**config.mk**
```make
export PLATFORM = sky130hd
export DESIGN_NAME = rx_lane_deframer
export DESIGN_NICKNAME = d
export VERILOG_FILES = /design/src/rtl/rx_lane_deframer.sv
export SDC_FILE = /design/constraint.sdc
export NUM_CORES = 1
export LEC_CHECK = 0
export CAP_MARGIN = 20
export CORE_MARGIN = 10
export CORE_UTILIZATION = 54
export DETAILED_ROUTE_END_ITERATION = 8
export PLACE_DENSITY_LB_ADDON = 0.1
export SETUP_SLACK_MARGIN = 0.05
export SYNTH_ARGS = -nofsm -noshare
export SYNTH_HDL_FRONTEND = slang
export SYNTH_SLANG_ARGS = --single-unit
```
**constraint.sdc**
```tcl
create_clock -name Cclk -period 2.7 [get_ports Cclk]
set_clock_uncertainty 0.1 [all_clocks]
set_input_delay 0.54 -clock Cclk [delete_from_list [all_inputs] [get_ports Cclk]]
set_output_delay 0.54 -clock Cclk [all_outputs]
set_load 0.05 [all_outputs]
```
**src/rtl/rx_lane_deframer.sv**
```systemverilog
// Receive deframer for the 4-lane 6-bit luma link: hunts for the frame marker,
// tracks lines separated by hsync markers and emits 4-pixel beats with status.
module rx_lane_deframer #(
  parameter int          LINE_SYM = 160,
  parameter int          LINES    = 240,
  parameter logic [23:0] FRAME1   = 24'haab155,
  parameter logic [23:0] FRAME0   = 24'haa8d55,
  parameter logic [7:0]  HSYNC    = 8'h55
) (
  input  logic        Cclk,
  input  logic        rstn,
  input  logic        TransValid,
  input  logic [5:0]  Trans0Data,
  input  logic [5:0]  Trans1Data,
  input  logic [5:0]  Trans2Data,
  input  logic [5:0]  Trans3Data,
  output logic        m_axis_video_tvalid,
  output logic [19:0] m_axis_video_tdata,
  output logic        m_axis_video_tuser,
  output logic        m_axis_video_tlast,
  output logic        FrameLocked,
  output logic        FrameId,
  output logic        FrameDone,
  output logic        SyncErr,
  output logic [11:0] RxLineCount
);

  localparam int SYM_W = (LINE_SYM > 1) ? $clog2(LINE_SYM) : 1;
  localparam logic [SYM_W-1:0] SYM_LAST  = SYM_W'(LINE_SYM - 1);
  localparam logic [11:0]      LINE_LAST = 12'(LINES - 1);

  typedef enum logic [1:0] {
    ST_HUNT  = 2'd0,
    ST_DATA  = 2'd1,
    ST_HSYNC = 2'd2
  } state_t;

  state_t           r_state;
  logic [23:0]      r_ones_sr;
  logic [23:0]      r_zeros_sr;
  logic [SYM_W-1:0] r_sym_cnt;
  logic [11:0]      r_line_cnt;
  logic [2:0]       r_hs_cnt;
  logic             r_tvalid;
  logic [19:0]      r_tdata;
  logic             r_tuser;
  logic             r_tlast;
  logic             r_locked;
  logic             r_frame_id;
  logic             r_frame_done;
  logic             r_sync_err;

  logic        w_is_one;
  logic        w_is_zero;
  logic        w_is_bad;
  logic [23:0] w_ones_next;
  logic [23:0] w_zeros_next;
  logic        w_frame1_match;
  logic        w_frame0_match;
  logic        w_frame_match;
  logic        w_hsync_match;
  logic        w_sym_last;
  logic        w_line_last;
  logic [19:0] w_pixels;

  assign w_is_one  = (Trans0Data == 6'h3f) && (Trans1Data == 6'h3f) &&
                     (Trans2Data == 6'h3f) && (Trans3Data == 6'h3f);
  assign w_is_zero = (Trans0Data == 6'h00) && (Trans1Data == 6'h00) &&
                     (Trans2Data == 6'h00) && (Trans3Data == 6'h00);
  // Data symbols keep bit 5 clear on every lane; anything else breaks the line.
  assign w_is_bad  = Trans0Data[5] | Trans1Data[5] | Trans2Data[5] | Trans3Data[5];

  // Marker matching looks at the history including the symbol arriving now.
  assign w_ones_next  = {r_ones_sr[22:0], w_is_one};
  assign w_zeros_next = {r_zeros_sr[22:0], w_is_zero};

  assign w_frame1_match = (w_ones_next == FRAME1) && (w_zeros_next == ~FRAME1);
  assign w_frame0_match = (w_ones_next == FRAME0) && (w_zeros_next == ~FRAME0);
  assign w_frame_match  = w_frame1_match | w_frame0_match;
  assign w_hsync_match  = (w_ones_next[7:0] == HSYNC) && (w_zeros_next[7:0] == ~HSYNC);

  assign w_sym_last  = (r_sym_cnt == SYM_LAST);
  assign w_line_last = (r_line_cnt == LINE_LAST);
  assign w_pixels    = {Trans3Data[4:0], Trans2Data[4:0], Trans1Data[4:0], Trans0Data[4:0]};

  always_ff @(posedge Cclk or negedge rstn) begin
    if (!rstn) begin
      r_state      <= ST_HUNT;
      r_ones_sr    <= '0;
      r_zeros_sr   <= '0;
      r_sym_cnt    <= '0;
      r_line_cnt   <= '0;
      r_hs_cnt     <= '0;
      r_tvalid     <= 1'b0;
      r_tdata      <= '0;
      r_tuser      <= 1'b0;
      r_tlast      <= 1'b0;
      r_locked     <= 1'b0;
      r_frame_id   <= 1'b0;
      r_frame_done <= 1'b0;
      r_sync_err   <= 1'b0;
    end else begin
      r_tvalid     <= 1'b0;
      r_tuser      <= 1'b0;
      r_tlast      <= 1'b0;
      r_frame_done <= 1'b0;
      r_sync_err   <= 1'b0;
      if (TransValid) begin
        r_ones_sr  <= w_ones_next;
        r_zeros_sr <= w_zeros_next;
        if (w_frame_match) begin
          // A new marker always restarts the frame; inside a frame it means truncation.
          r_frame_id <= w_frame1_match;
          r_sym_cnt  <= '0;
          r_line_cnt <= '0;
          r_hs_cnt   <= '0;
          r_state    <= ST_DATA;
          r_locked   <= 1'b1;
          if (r_state != ST_HUNT) begin
            r_sync_err <= 1'b1;
          end
        end else begin
          case (r_state)
            ST_HUNT: begin
              r_locked <= 1'b0;
            end
            ST_DATA: begin
              if (w_is_bad) begin
                r_sync_err <= 1'b1;
                r_state    <= ST_HUNT;
                r_locked   <= 1'b0;
              end else begin
                r_tvalid <= 1'b1;
                r_tdata  <= w_pixels;
                r_tuser  <= (r_line_cnt == 12'd0) && (r_sym_cnt == '0);
                r_tlast  <= w_sym_last;
                if (w_sym_last) begin
                  if (w_line_last) begin
                    r_frame_done <= 1'b1;
                    r_state      <= ST_HUNT;
                    r_locked     <= 1'b0;
                  end else begin
                    r_hs_cnt <= '0;
                    r_state  <= ST_HSYNC;
                  end
                end else begin
                  r_sym_cnt <= r_sym_cnt + SYM_W'(1);
                end
              end
            end
            ST_HSYNC: begin
              if (r_hs_cnt == 3'd7) begin
                if (w_hsync_match) begin
                  r_line_cnt <= r_line_cnt + 12'd1;
                  r_sym_cnt  <= '0;
                  r_state    <= ST_DATA;
                end else begin
                  r_sync_err <= 1'b1;
                  r_state    <= ST_HUNT;
                  r_locked   <= 1'b0;
                end
              end else begin
                r_hs_cnt <= r_hs_cnt + 3'd1;
              end
            end
            default: begin
              r_state  <= ST_HUNT;
              r_locked <= 1'b0;
            end
          endcase
        end
      end
    end
  end

  assign m_axis_video_tvalid = r_tvalid;
  assign m_axis_video_tdata  = r_tdata;
  assign m_axis_video_tuser  = r_tuser;
  assign m_axis_video_tlast  = r_tlast;
  assign FrameLocked         = r_locked;
  assign FrameId             = r_frame_id;
  assign FrameDone           = r_frame_done;
  assign SyncErr             = r_sync_err;
  assign RxLineCount         = r_line_cnt;

endmodule

```
==> impl_metrics.env <==
export IMPL_start_util_pct=55.5
export IMPL_p_comb_share_pct=12.4
export IMPL_num_io_pins=66
export IMPL_synthTopCellsByArea="dfrtp_1, mux2_2, nand2_1, ha_1, nand4_1"
export IMPL_critPathRequiredTime_ps=2880
export IMPL_drv_cap=0
export IMPL_multi_input_area_um2=1970
export IMPL_min_period_ps=2540
export IMPL_path_buf_inv=1
export IMPL_clk_pin_slew_worst_paths_ps=100
export IMPL_drtIter0Drc=202
export IMPL_clk_latency_ps=370
export IMPL_cts_path_max_buffers=2
export IMPL_cts_inserted_buffers=9
export IMPL_via_per_inst=5.65
export IMPL_final_common_cell="dfrtp_1"
export IMPL_power_leakage_nw=2.76
export IMPL_ir_drop_mv=0.503
export IMPL_yosysWarnings=0
export IMPL_num_antenna_cells=0
export IMPL_overflow=0
export IMPL_grt_use_total_pct=16.9
export IMPL_worst_slew_pin_slew_ps=606
export IMPL_clock_fmax_ghz=0.393
export IMPL_die_w_um=112
export IMPL_p_clk_share_pct=34.6
export IMPL_firstDrtPassIters=5
export IMPL_setup_ws_ps=156
export IMPL_layout_common_cells="dfrtp_1, nand2_1, clkdlybuf4s50_1, mux2_2, buf_4"
export IMPL_seqPwrFrac_pct=53.0
export IMPL_die_height_um=112
export IMPL_utilization_pct=71.0
export IMPL_drc=0
export IMPL_status="completed"
export IMPL_tns_ps=0
export IMPL_vias=3571
export IMPL_grt_antenna_before_repair=0
export IMPL_grt_max_degree=48
export IMPL_fillerInstances=612
export IMPL_p_total_mw=2.93
export IMPL_synth_edf_count=0
export IMPL_syn_avg_cell_area_um2=10.8
export IMPL_hold_class="in -> async"
export IMPL_syn_inst=420
export IMPL_regArea_um2=2450
export IMPL_drive_gt1_share_pct=20.5
export IMPL_critPathSlowestCell="or4b_1"
export IMPL_min_period_over_period_pct=94.2
export IMPL_path_cells="or4b_1 -> nor4_4 -> and3_4 -> o211ai_4 -> buf_4 -> or3_1 -> a21oi_1"
export IMPL_critical_path_top_delay_family="simple AND/OR/NAND/NOR gates"
export IMPL_maxSlewViolCount=0
export IMPL_cts_htree_levels=3
export IMPL_synth_cell_type_count=45
export IMPL_wire_per_inst_um=16.8
export IMPL_grt_pass1_vias=3636
export IMPL_pwr_density_cell_nw_per_um2=504
export IMPL_p_switching_mw=0.781
export IMPL_p_int_mw=2.15
export IMPL_hpwl_mm=7.89
export IMPL_pre_cts_ws_ps=-148
export IMPL_synth_nets=456
export IMPL_ys_seq_area_share_pct=54.1
export IMPL_synth_seq_cells=98
export IMPL_core_um2=8180
export IMPL_place_congestion=0.924
export IMPL_synth_top_cell_area_share_pct=54.1
export IMPL_die_area_um2=12500
export IMPL_clock_sinks=98
export IMPL_rsz0062_at_grt="false"
export IMPL_hold_violations=0
export IMPL_ant_nets=0
export IMPL_fin_cells=632
export IMPL_crit_fanout=17
export IMPL_port_buffers=65
export IMPL_setup_viol=0
export IMPL_area_growth_pct=28.0
export IMPL_rows=33
export IMPL_setup_worst_path_start_class="flop"
export IMPL_async_flop_share_pct=100
export IMPL_cts_tree="built"
export IMPL_cp_slowest_stage_delay_ps=580
export IMPL_root_buffer="clkbuf_8"
export IMPL_worstPathArrival_ps=2730
export IMPL_swShare_pct=26.7
export IMPL_critPathCaptureType="flop"
export IMPL_synthFlopType="dfrtp_1"
export IMPL_synth_cell_area_um2=4540
export IMPL_max_slew_margin_pct=59.6
export IMPL_grt_pass1_wl_mm=17.9
export IMPL_crit_type="reg -> reg"
export IMPL_place_inst=616
export IMPL_routed_wl_mm=10.6
export IMPL_nets=558
export IMPL_synth_top_cell_by_area="dfrtp_1"
export IMPL_ctsHoldBuffers=0
state kept, by name, summed over array words and instances, names as in the netlist, 2 cells and up:
register and cells:
r_state 2, r_ones_sr 23, r_hs_cnt 3, m_axis_video_tdata 20
RxLineCount 12, r_sym_cnt 8, r_zeros_sr 23
timing repair:
action,4_1_cts,5_1_grt
gates resized for setup,0,2
setup endpoints to repair,0,5
buffers inserted,0,0
worst paths after layout:
path / from / endpoint / slack (ps) / depth (start not counted)
worst max-delay path: r_ones_sr[0] / RxLineCount[2] / 160 / 7
worst min-delay path: rstn / m_axis_video_tdata[15] / 80 / 1
worst max register to register: r_ones_sr[0] / RxLineCount[2] / 160 / 7
worst min register to register: m_axis_video_tdata[0] / m_axis_video_tdata[0] / 380 / 2
max in group asynchronous: rstn / r_zeros_sr[8] / 1760 / 2
min in group Cclk: m_axis_video_tdata[0] / m_axis_video_tdata[0] / 380 / 2
power by group through the flow:
| stage | registers, mW | clock network (mW) | logic, mW |
|---|---|---|---|
| finish | 1.55 | 1.01 | 0.363 |
| global route | 1.56 | 1.09 | 0.409 |
| CTS | 1.55 | 1.04 | 0.364 |
| detailed placement | 1.58 | 0 | 0.363 |
| global placement | 1.58 | 0 | 0.353 |
| floorplan | 1.57 | 0 | 0.205 |
Yosys cell counts (2+ instances only):
master / n
a21oi_1: 15
nor3_1: 6
a22o_1: 2
nor4bb_1: 6
or4_1: 5
nand4bb_1: 3
o211ai_1: 2
and4_1: 5
nand2_1: 78
o211a_1: 2
o21ai_1: 3
and3_1: 6
nand4_1: 13
a211o_1: 2
o21ai_0: 14
or3_1: 8
ha_1: 9
a31oi_1: 4
nor4_1: 11
clkbuf_1: 12
nand3_1: 12
a221o_1: 2
dfrtp_1: 98
mux2i_1: 2
inv_1: 16
mux2_2: 45
o31ai_1: 5
nor2_1: 13
nor3b_1: 3
nor2b_1: 3
layout make-up:
class	count	share of cell area, %
Timing Repair Buffer	106	16.8
Sequential cell	98	42.2
Clock buffer	9	2.13
Inverter	16	1.03
Tap cell	105	2.26
Multi-Input combinational cell	291	33.9
Clock inverter	7	1.59
through the flow:
stage                     area (um^2)  hold WS [ps]
after floorplan                  4540           144
after global placement           5580           360
after detailed placement         5580           361
after CTS                        5790          91.3
after global routing             5810           126
final                            5810          78.7
routing by layer:
metal  vias to the layer above  GRT usage, %  part of all wire, %
li1                       1733             -                    -
met1                      1738          20.5                   43
met2                        81          28.7                   51
met3                        19          3.11                  4.1
met4                         0          7.54                  2.4
met5                         -             0                    0
kinds of logic (layout without fill, tap and decap cells):
logic type               after synthesis  count (layout)  synth area share, %
AO/OA/AOI/OAI                         59              59                 8.63
adder cells (fa/ha/maj)                9               9                 2.48
buffers and inverters                 31             138                 2.81
flip-flops                            98              98                 54.1
multiplexers                          47              47                 11.6
AND/OR/NAND/NOR                      176             176                 20.4
No activity file was read; power rests on OpenSTA's default activity.
